`config.mk`:
```
export PLATFORM = sky130hd
export DESIGN_NAME = bcd_conv_ctrl_flat
export DESIGN_NICKNAME = d
export VERILOG_FILES = /design/src/rtl/bcd_conv_ctrl_pkg.sv /design/src/rtl/bcd_conv_ctrl_if.sv /design/src/rtl/bcd_conv_ctrl_digit_adj.sv /design/src/rtl/bcd_conv_ctrl.sv /design/src/flat_wrapper.sv
export SDC_FILE = /design/constraint.sdc
export NUM_CORES = 1
export LEC_CHECK = 0
export BUFFER_PORTS_ARGS = -buffer_cell sky130_fd_sc_hd__buf_2
export CORE_AREA = 2 2 99 101
export CTS_BUF_LIST = sky130_fd_sc_hd__clkbuf_16
export DETAILED_ROUTE_END_ITERATION = 12
export DIE_AREA = 0 0 101 103
export HOLD_SLACK_MARGIN = 0.02
export PLACE_DENSITY = 0.55
export SYNTH_ARGS = -nofsm -noshare
export SYNTH_HDL_FRONTEND = slang
export SYNTH_SLANG_ARGS = --single-unit
```
`constraint.sdc`:
```
create_clock -name clk -period 3.6 [get_ports clk]
set_input_delay 0.18 -clock clk [delete_from_list [all_inputs] [get_ports clk]]
set_output_delay 0.18 -clock clk [all_outputs]
set_load 0.1 [all_outputs]
```
`src/rtl/bcd_conv_ctrl_pkg.sv`:
```
`default_nettype none
// ============================================================================
//  Module      : bcd_pkg
//  Description : Shared types and constants for the sequential binary-to-BCD
//                conversion controller (digit type, FSM state encoding,
//                double-dabble adjust constants).
//  Ports       : none (package)
//  Revision    : 1.0  initial release
// ============================================================================
package bcd_pkg;

   localparam int NUM_DIGITS = 5;
   localparam int MAX_BIN_W  = 16;
   localparam int ADJ_THRESH = 5;
   localparam int ADJ_ADD    = 3;

   // Scratch register holds all BCD digits side by side.
   localparam int SCR_W = 4 * NUM_DIGITS;
   // Bit counter must be able to hold the largest legal BIN_W.
   localparam int CNT_W = $clog2(MAX_BIN_W + 1);

   typedef logic [3:0] bcd_digit_t;

   typedef enum logic [1:0] {
      ST_IDLE = 2'd0,
      ST_CONV = 2'd1,
      ST_DONE = 2'd2
   } state_t;

endpackage : bcd_pkg
`default_nettype wire

```
`src/rtl/bcd_conv_ctrl_if.sv`:
```
`default_nettype none
// ============================================================================
//  Module      : bcd_conv_ctrl_if
//  Description : Request/result bundle between the measurement logic
//                (master) and the BCD conversion controller (slave).
//  Signals     : start    - conversion request (master -> slave)
//                bin      - unsigned value to convert (master -> slave)
//                busy     - conversion in flight incl. done cycle
//                done     - one-cycle result-valid pulse
//                ONES/TENS/HUNDREDS/TH - latched BCD digits
//                ovf      - latched, value >= 10000
//  Revision    : 1.0  initial release
// ============================================================================
interface bcd_conv_ctrl_if
   import bcd_pkg::*;
#(
   parameter int BIN_W = 14
);
   logic             start;
   logic [BIN_W-1:0] bin;
   logic             busy;
   logic             done;
   bcd_digit_t       ONES;
   bcd_digit_t       TENS;
   bcd_digit_t       HUNDREDS;
   bcd_digit_t       TH;
   logic             ovf;

   modport master (
      output start, bin,
      input  busy, done, ONES, TENS, HUNDREDS, TH, ovf
   );

   modport slave (
      input  start, bin,
      output busy, done, ONES, TENS, HUNDREDS, TH, ovf
   );

endinterface : bcd_conv_ctrl_if
`default_nettype wire

```
`src/rtl/bcd_conv_ctrl_digit_adj.sv`:
```
`default_nettype none
// ============================================================================
//  Module      : bcd_digit_adj
//  Description : Combinational double-dabble adjust cell for one BCD digit:
//                digit_o = (digit_i >= 5) ? digit_i + 3 : digit_i.
//                No carry out; digits never interact.
//  Ports       : digit_i - current 4-bit digit
//                digit_o - adjusted 4-bit digit
//  Revision    : 1.0  initial release
// ============================================================================
module bcd_digit_adj
   import bcd_pkg::*;
(
   input  bcd_digit_t digit_i,
   output bcd_digit_t digit_o
);

   always_comb begin
      if (digit_i >= bcd_digit_t'(ADJ_THRESH))
         digit_o = digit_i + bcd_digit_t'(ADJ_ADD);
      else
         digit_o = digit_i;
   end

endmodule : bcd_digit_adj
`default_nettype wire

```
`src/rtl/bcd_conv_ctrl.sv`:
```
`default_nettype none
// ============================================================================
//  Module      : bcd_conv_ctrl
//  Description : Iterative binary-to-BCD converter (shift-and-add-3), one
//                input bit per clock. Accepts a value on start while idle,
//                converts in BIN_W cycles and presents four latched BCD
//                digits plus an overflow flag with a one-cycle done pulse.
//  Ports       : clk   - system clock, rising edge
//                rst_n - synchronous active-low reset
//                bus   - bcd_conv_ctrl_if.slave (start, bin, busy, done,
//                        ONES, TENS, HUNDREDS, TH, ovf)
//  Build macro : BCD_SATURATE_EN - when defined, overflowing results show
//                9999 instead of the value modulo 10000.
//  Revision    : 1.0  initial release
// ============================================================================
module bcd_conv_ctrl
   import bcd_pkg::*;
#(
   parameter int BIN_W = 14
)(
   input  logic            clk,
   input  logic            rst_n,
   bcd_conv_ctrl_if.slave  bus
);

   state_t              state_q;
   logic [BIN_W-1:0]    shf_q;
   logic [SCR_W-1:0]    scr_q;
   logic [CNT_W-1:0]    cnt_q;

   logic                busy_q;
   logic                done_q;
   logic                ovf_q;
   bcd_digit_t          ones_q;
   bcd_digit_t          tens_q;
   bcd_digit_t          hund_q;
   bcd_digit_t          th_q;

   logic [SCR_W-1:0]       w_adj;
   logic [SCR_W+BIN_W-1:0] w_cat;
   logic [SCR_W-1:0]       w_scr_nxt;
   logic [BIN_W-1:0]       w_shf_nxt;
   logic                   w_ovf;
   bcd_digit_t             w_ones;
   bcd_digit_t             w_tens;
   bcd_digit_t             w_hund;
   bcd_digit_t             w_th;

   // ---------------------------------------------------------------------
   // Per-digit adjust, then the combined {scratch, shift} moves left by one.
   // ---------------------------------------------------------------------
   for (genvar gi = 0; gi < NUM_DIGITS; gi++) begin : g_adj
      bcd_digit_adj u_adj (
         .digit_i (scr_q[4*gi +: 4]),
         .digit_o (w_adj[4*gi +: 4])
      );
   end

   assign w_cat     = {w_adj, shf_q} << 1;
   assign w_scr_nxt = w_cat[BIN_W +: SCR_W];
   assign w_shf_nxt = w_cat[BIN_W-1:0];

   // Result as it will look after the final shift; latched on CONV -> DONE
   // so the digits become visible in the same cycle as the done pulse.
   assign w_ovf = (w_scr_nxt[19:16] != 4'd0);

   always_comb begin
      w_ones = w_scr_nxt[3:0];
      w_tens = w_scr_nxt[7:4];
      w_hund = w_scr_nxt[11:8];
      w_th   = w_scr_nxt[15:12];
`ifdef BCD_SATURATE_EN
      if (w_ovf) begin
         w_ones = 4'd9;
         w_tens = 4'd9;
         w_hund = 4'd9;
         w_th   = 4'd9;
      end
`endif
   end

   // ---------------------------------------------------------------------
   // FSM with registered outputs.
   // ---------------------------------------------------------------------
   always_ff @(posedge clk) begin
      if (!rst_n) begin
         state_q <= ST_IDLE;
         shf_q   <= '0;
         scr_q   <= '0;
         cnt_q   <= '0;
         busy_q  <= 1'b0;
         done_q  <= 1'b0;
         ovf_q   <= 1'b0;
         ones_q  <= '0;
         tens_q  <= '0;
         hund_q  <= '0;
         th_q    <= '0;
      end else begin
         case (state_q)
            ST_IDLE: begin
               done_q <= 1'b0;
               if (bus.start) begin
                  shf_q   <= bus.bin;
                  scr_q   <= '0;
                  cnt_q   <= CNT_W'(BIN_W);
                  busy_q  <= 1'b1;
                  state_q <= ST_CONV;
               end
            end

            ST_CONV: begin
               scr_q <= w_scr_nxt;
               shf_q <= w_shf_nxt;
               cnt_q <= cnt_q - CNT_W'(1);
               // Counter hits zero with this shift: last bit consumed.
               if (cnt_q == CNT_W'(1)) begin
                  ones_q  <= w_ones;
                  tens_q  <= w_tens;
                  hund_q  <= w_hund;
                  th_q    <= w_th;
                  ovf_q   <= w_ovf;
                  done_q  <= 1'b1;
                  state_q <= ST_DONE;
               end
            end

            ST_DONE: begin
               // start here is deliberately not looked at: ignored, not queued.
               done_q  <= 1'b0;
               busy_q  <= 1'b0;
               state_q <= ST_IDLE;
            end

            default: begin
               done_q  <= 1'b0;
               busy_q  <= 1'b0;
               state_q <= ST_IDLE;
            end
         endcase
      end
   end

   assign bus.busy     = busy_q;
   assign bus.done     = done_q;
   assign bus.ovf      = ovf_q;
   assign bus.ONES     = ones_q;
   assign bus.TENS     = tens_q;
   assign bus.HUNDREDS = hund_q;
   assign bus.TH       = th_q;

endmodule : bcd_conv_ctrl
`default_nettype wire

```
`src/flat_wrapper.sv`:
```
// flat-port wrapper written by rule: the top's interface ports become plain ports
module bcd_conv_ctrl_flat import bcd_pkg::*;
#(
   parameter int BIN_W = 14
)
  (clk, rst_n, bus_start, bus_bin, bus_busy, bus_done, bus_ONES, bus_TENS, bus_HUNDREDS, bus_TH, bus_ovf);
  bcd_conv_ctrl_if #(.BIN_W(BIN_W)) bus_i ();
  input  logic clk;
  input  logic rst_n;
  input wire logic [$bits(bus_i.start)-1:0] bus_start;
  input wire logic [$bits(bus_i.bin)-1:0] bus_bin;
  output wire logic [$bits(bus_i.busy)-1:0] bus_busy;
  output wire logic [$bits(bus_i.done)-1:0] bus_done;
  output wire logic [$bits(bus_i.ONES)-1:0] bus_ONES;
  output wire logic [$bits(bus_i.TENS)-1:0] bus_TENS;
  output wire logic [$bits(bus_i.HUNDREDS)-1:0] bus_HUNDREDS;
  output wire logic [$bits(bus_i.TH)-1:0] bus_TH;
  output wire logic [$bits(bus_i.ovf)-1:0] bus_ovf;
  assign bus_i.start = bus_start;
  assign bus_i.bin = bus_bin;
  assign bus_busy = bus_i.busy;
  assign bus_done = bus_i.done;
  assign bus_ONES = bus_i.ONES;
  assign bus_TENS = bus_i.TENS;
  assign bus_HUNDREDS = bus_i.HUNDREDS;
  assign bus_TH = bus_i.TH;
  assign bus_ovf = bus_i.ovf;
  bcd_conv_ctrl #(.BIN_W(BIN_W)) u_core (.clk(clk), .rst_n(rst_n), .bus(bus_i));
endmodule
```
==> run_results.csv, run 1 <==
group,metric,value,unit
status,outcome,"complete, no violations",
sta,fin_crit_sh,0.599,
sta,clock.fmax,0.464,GHz
clock_network,cts.reportedPaths.clkPinSlew,0.05,ns
setup_path,timing.rr.start,"u_core.state_q[0]",
setup_path,ff2ff_setup_slack,1.44,ns
setup_path,critPathKind,"reg -> reg",
job,maxCapViolations,0,
synth,synth_area,2720,sq um
global_route,grt_pass1_wl,10.8,mm
clock_network,clk_path_buf_depth,2,
setup_path,critPathTopFamily,"simple AND/OR/NAND/NOR gates",
routing,ant_nets,0,
power_and_ir_drop,p_clk_frac,0.450,
setup_path,reg2reg_depth,3,
clock_network,cts_repair_resize_count,0,
setup_path,crit_arrival,2.41,ns
synth,synth.area.top_cells,"dfxtp_1, o21ai_0, ha_1, a21oi_1, o22ai_1",
routing,totalWireLength,6.32,mm
synth,seq_area_frac_synth,0.441,
setup_path,cp_cell_sequence,"inv_1, nor3_1, a32o_1",
routing,drt_pass1_iterations,4,
global_route,grt_max_degree,27,
synth,yosysWarnings,0,
power_and_ir_drop,p_leak,1.24,nW
floorplan,die_h,103,microns
setup_path,path_depth,3,
floorplan,core,9460,sq um
synth,synth_top_cell_by_area,"dfxtp_1",
power_and_ir_drop,power.switching,0.000412,W
sta,post-route-min-period,2.16,ns
synth,ys_types,38,
setup_path,cp-start-kind,"flip-flop",
clock_network,htree_levels,3,
clock_network,cts_sinks,60,
power_and_ir_drop,swShare,0.256,
sta,hold_ws,0.0810,ns
setup_path,r2r-end,"u_core.scr_q[19]",
global_route,antenna_found_initial,0,
global_route,grt_overflow,0,
setup_path,required,3.86,ns
setup_path,cp_slowest_cell,"nor3_1",
routing,post-route-drc-count,0,
global_route,grt_util_all_layers,0.133,
final_layout,area_growth_syn_to_layout,17.3,%
place,gp_congestion,0.761,
floorplan,rows,36,
global_route,grt_pass1_vias,2262,
floorplan,num_io_pins,36,
setup_path,crit_start,"u_core.state_q[0]",
setup_path,endpoint_kind,"flip-flop",
clock_network,tritoncts,"built",
final_layout,final_cell_mix,"dfxtp_1, buf_2, o21ai_0",
floorplan,die_area,10400,sq um
final_layout,fillers,995,
clock_network,clk_latency,0.32,ns
final_layout,nNetsFinal,366,
sta,skew,0.00503,ns
sta,setup_viol,0,
routing,wl_per_cell,13.9,microns
final_layout,diodes,0,
final_layout,fin_cells,455,
synth,syn-instance-count,306,
final_layout,drive_gt1_frac,0.188,
routing,vias,2259,
place,dp_cells,440,
final_layout,final_common_cell,"dfxtp_1",
synth,synth-seq-cells,60,
sta,maxSlewHeadroom,0.338,
clock_network,cts_buffers,9,
setup_path,cp_max_fo,17,
routing,drtIter0Drc,123,
power_and_ir_drop,power.density,504,nW/um^2
sta,final_hold_viol_count,0,
synth,avgSynthCellArea,8.90,sq um
place,dp_hpwl,4.29,mm
sta,tightest_slew,0.985,ns
setup_path,worstSetupEndpoint,"u_core.scr_q[19]",
power_and_ir_drop,power,0.00161,W
hold_path,min_path_type,"in -> reg",
clock_network,root_buffer,"clkbuf_16",
floorplan,die_x,101,microns
sta,tns,0,ns
final_layout,final_core_util,0.338,
power_and_ir_drop,peakVddDrop,0.000277,V
clock_network,cts_hold_buf,0,
power_and_ir_drop,seq_power_share,0.450,
place,port_buffers,35,
power_and_ir_drop,combPwrFrac,0.100,
setup_path,critPathBufInv,1,
synth,syn_nets,335,
floorplan,start_util,0.288,
clock_network,cts_setup_buffers,0,
power_and_ir_drop,p_int,0.00120,W
sta,rsz0062_at_grt,"no",
sta,maxSlewViolCount,0,
setup_path,slowest_delay,0.86,ns
routing,vias_per_cell,4.96,
synth,synth_top_area_frac,0.441,
state kept, by name (all words and copies together) (netlist names):
register	count
u_core.bus.TENS	4
u_core.bus.done	1
u_core.cnt_q	5
u_core.bus.ONES	4
u_core.state_q	2
u_core.scr_q	20
u_core.bus.ovf	1
u_core.bus.TH	4
u_core.bus.busy	1
u_core.bus.HUNDREDS	4
u_core.shf_q	14
cell usage after synthesis:
master and n:
buf_4 1, xnor2_1 5, nand2_1 27, a221oi_1 1, nand2b_1 7, mux2i_1 2, o21ba_2 1, inv_1 20
o31ai_1 4, a211oi_1 3, a31oi_1 1, a21oi_1 28, nor2_2 4, clkbuf_1 6, a32o_1 4, a22o_1 1
mux2_2 6, buf_12 2, nor3b_1 10, nor3_1 2, o21bai_1 1, buf_2 6, nand3_1 2, o22ai_1 19
and2b_1 1, dfxtp_1 60, nand2_2 1, buf_1 1, a2bb2oi_1 1, nor2_1 22, ha_1 12, a211oi_2 4
o21ai_0 34, a222oi_1 3, nor4b_4 1, and2_4 1, a22oi_1 1, a41oi_1 1
area by class of cell:
| class | instances | area [sq um] | area share |
|---|---|---|---|
| clock buffer | 9 | 225 | 0.0705 |
| clock inverter | 6 | 23.8 | 0.00744 |
| inverter | 20 | 75.1 | 0.0235 |
| multi-input combinational | 210 | 1340 | 0.421 |
| sequential | 60 | 1200 | 0.376 |
| tap | 114 | 143 | 0.0447 |
| timing repair buffer | 36 | 183 | 0.0572 |
routing by layer:
| layer | track usage | part of all wire | vias to the layer above |
|---|---|---|---|
| li1 | - | - | 1153 |
| met1 | 0.170 | 0.49 | 1042 |
| met2 | 0.216 | 0.45 | 58 |
| met3 | 0.0359 | 0.054 | 6 |
| met4 | 0.0468 | 0.011 | 0 |
| met5 | 0 | 0 | - |
through the flow:
| stage | setup slack (ns) | cell area [sq um] |
|---|---|---|
| global placement | 1.55 | 2950 |
| global route | 1.20 | 3190 |
| detailed placement | 1.44 | 2950 |
| floorplan | 2.08 | 2720 |
| CTS | 1.43 | 3190 |
| finish | 1.44 | 3190 |
cell families (layout without fill, tap and decap cells):
family,count (synthesis),after routing,synth area share
AO/OA/AOI/OAI,107,107,0.245
XOR/XNOR,5,5,0.0161
adder cells (fa/ha/maj),12,12,0.0551
buffers and inverters,36,71,0.0657
flip-flops,60,60,0.441
multiplexers,8,8,0.0322
AND/OR/NAND/NOR,78,78,0.145
how the worst min path moves through the flow:
stage,start,endpoint,slack [ns],depth (start not counted)
floorplan,bus_bin[0],u_core.shf_q[0],0.31,1
global placement,bus_bin[0],u_core.shf_q[0],0.41,2
detailed placement,bus_bin[0],u_core.shf_q[0],0.40,2
CTS,bus_bin[0],u_core.shf_q[0],0.08,2
global route,bus_bin[0],u_core.shf_q[0],0.08,2
finish,bus_bin[0],u_core.shf_q[0],0.08,2
power groups by stage:
stage	sequential [W]	clock, W	combinational [W]
finish	0.000723	0.000724	0.000161
detailed placement	0.000736	0	0.000161
global route	0.000728	0.000768	0.000180
CTS	0.000723	0.000738	0.000162
global placement	0.000736	0	0.000160
floorplan	0.000751	0	0.000109
worst register-to-register path, cell delays in order (launching register included):
cell	delay [ns]
dfxtp_1	0.65
inv_1	0.31
nor3_1	0.86
a32o_1	0.28
Note: power is estimated with default switching activity, not from simulation.
==> run 2: changes to the inputs <==
==> constraint.sdc (replaced) <==
create_clock -name clk -period 2 [get_ports clk]
set_input_delay 0.1 -clock clk [delete_from_list [all_inputs] [get_ports clk]]
set_output_delay 0.1 -clock clk [all_outputs]
set_load 0.1 [all_outputs]
==> run_results.csv, run 2 (synthesis results as in run 1) <==
group,metric,value,unit
power_and_ir_drop,peakVddDrop,0.000497,V
setup_path,cp-start-kind,"flip-flop",
clock_network,root_buffer,"clkbuf_16",
setup_path,critPathKind,"reg -> reg",
sta,fin_ws,0.303,ns
clock_network,cts_repair_resize_count,0,
clock_network,cts_hold_buf,4,
sta,clock.fmax,0.589,GHz
sta,maxSlewViolCount,0,
floorplan,core,9460,sq um
final_layout,reg.largest.list,"u_core.scr_q x20, u_core.shf_q x14, u_core.cnt_q x5",
final_layout,nNetsFinal,377,
global_route,grt_max_degree,27,
routing,drt_pass1_iterations,4,
sta,hold_ws,0.108,ns
place,port_buffers,35,
setup_path,endpoint_kind,"flip-flop",
sta,setup_viol,0,
global_route,grt_pass1_wl,10.4,mm
routing,vias,2320,
final_layout,diodes,0,
clock_network,cts_buffers,9,
setup_path,cp_max_fo,26,
setup_path,required,2.25,ns
final_layout,fillers,1023,
power_and_ir_drop,power.density,990,nW/um^2
routing,wl_per_cell,13.5,microns
final_layout,largest_reg_flops,20,
clock_network,cts.reportedPaths.clkPinSlew,0.05,ns
sta,skew,0.00916,ns
clock_network,clk_latency,0.32,ns
floorplan,die_area,10400,sq um
floorplan,start_util,0.288,
routing,totalWireLength,6.29,mm
sta,rsz0062_at_grt,"no",
sta,post-route-min-period,1.70,ns
status,outcome,"complete, no violations",
routing,ant_nets,0,
routing,drtIter0Drc,72,
clock_network,tritoncts,"built",
job,maxCapViolations,0,
place,pre_cts_slack,0.322,ns
sta,tns,0,ns
sta,maxSlewHeadroom,0.658,
clock_network,cts_setup_buffers,0,
clock_network,htree_levels,3,
hold_path,min_path_type,"in -> reg",
floorplan,num_io_pins,36,
floorplan,die_h,103,microns
final_layout,top_register,"u_core.scr_q",
final_layout,final_cell_mix,"dfxtp_1, buf_2, o21ai_0",
floorplan,die_x,101,microns
floorplan,rows,36,
place,dp_hpwl,4.34,mm
global_route,grt_pass1_vias,2210,
sta,final_hold_viol_count,0,
clock_network,clk_path_buf_depth,2,
final_layout,drive_gt1_frac,0.212,
clock_network,cts_sinks,60,
routing,vias_per_cell,4.97,
sta,tightest_slew,0.512,ns
global_route,antenna_found_initial,0,
power_and_ir_drop,p_leak,1.33,nW
routing,post-route-drc-count,0,
global_route,grt_overflow,0,
final_layout,area_growth_syn_to_layout,23.7,%
place,gp_congestion,0.787,
global_route,grt_util_all_layers,0.127,
sta,fin_crit_sh,0.848,
final_layout,final_common_cell,"dfxtp_1",
setup_path,crit_arrival,1.94,ns
==> run 2: cell types whose count changed in the layout (fill, tap and decap cells not counted), sizes merged <==
cell,change
buf,+7
dlygate4sd3,+4
bufinv,+3
clkinv,-3
inv,+1
==> run 2: cell type report <==
class,instances,area (sq um),share of cell area
tap,114,143,0.0423
sequential,60,1200,0.356
inverter,20,75.1,0.0223
timing repair buffer,47,275,0.0817
clock inverter,7,108,0.0319
clock buffer,9,225,0.0668
multi-input combinational,210,1340,0.399
==> run 2: worst paths after layout <==
kind                   start          endpoint  slack [ns]  depth (start not counted)
max reg2reg  u_core.cnt_q[1]  u_core.bus.TH[1]        0.30                          6
min reg2reg  u_core.bus.busy   u_core.bus.busy        0.45                          2
min              bus_bin[13]  u_core.shf_q[13]        0.11                          3
max          u_core.cnt_q[1]  u_core.bus.TH[1]        0.30                          6
==> run 2: power by group <==
part	switching [W]	internal [W]	total, W	leakage (nW)
Sequential	0.0000420	0.00125	0.00130	0.488
Clock	0.000519	0.00120	0.00172	0.172
Combinational	0.000204	0.000118	0.000322	0.673
==> run 2: per-layer routing <==
metal	global-route usage	wire, microns	vias up
li1	-	-	1177
met1	0.164	3130	1078
met2	0.199	2750	54
met3	0.0386	293	11
met4	0.0499	110	0
met5	0	0	-
==> run 2: critical path: stages, from the launching register on <==
cell	delay [ns]
dfxtp_1	0.31
inv_1	0.09
ha_1	0.15
nor4b_4	0.25
and2_4	0.41
nand2_2	0.20
o22ai_1	0.22
==> run 2: per-stage QoR <==
stage / utilization / instances / total power (W) / cell area [sq um]
2_1_floorplan: - / 306 / 0.00155 / 2720
3_3_place_gp: 0.317 / 447 / 0.00163 / 3000
3_5_place_dp: 0.317 / 447 / 0.00163 / 3000
6_report: 0.356 / 467 / 0.00334 / 3370
5_1_grt: 0.356 / 467 / 0.00346 / 3370
4_1_cts: 0.356 / 467 / 0.00337 / 3370
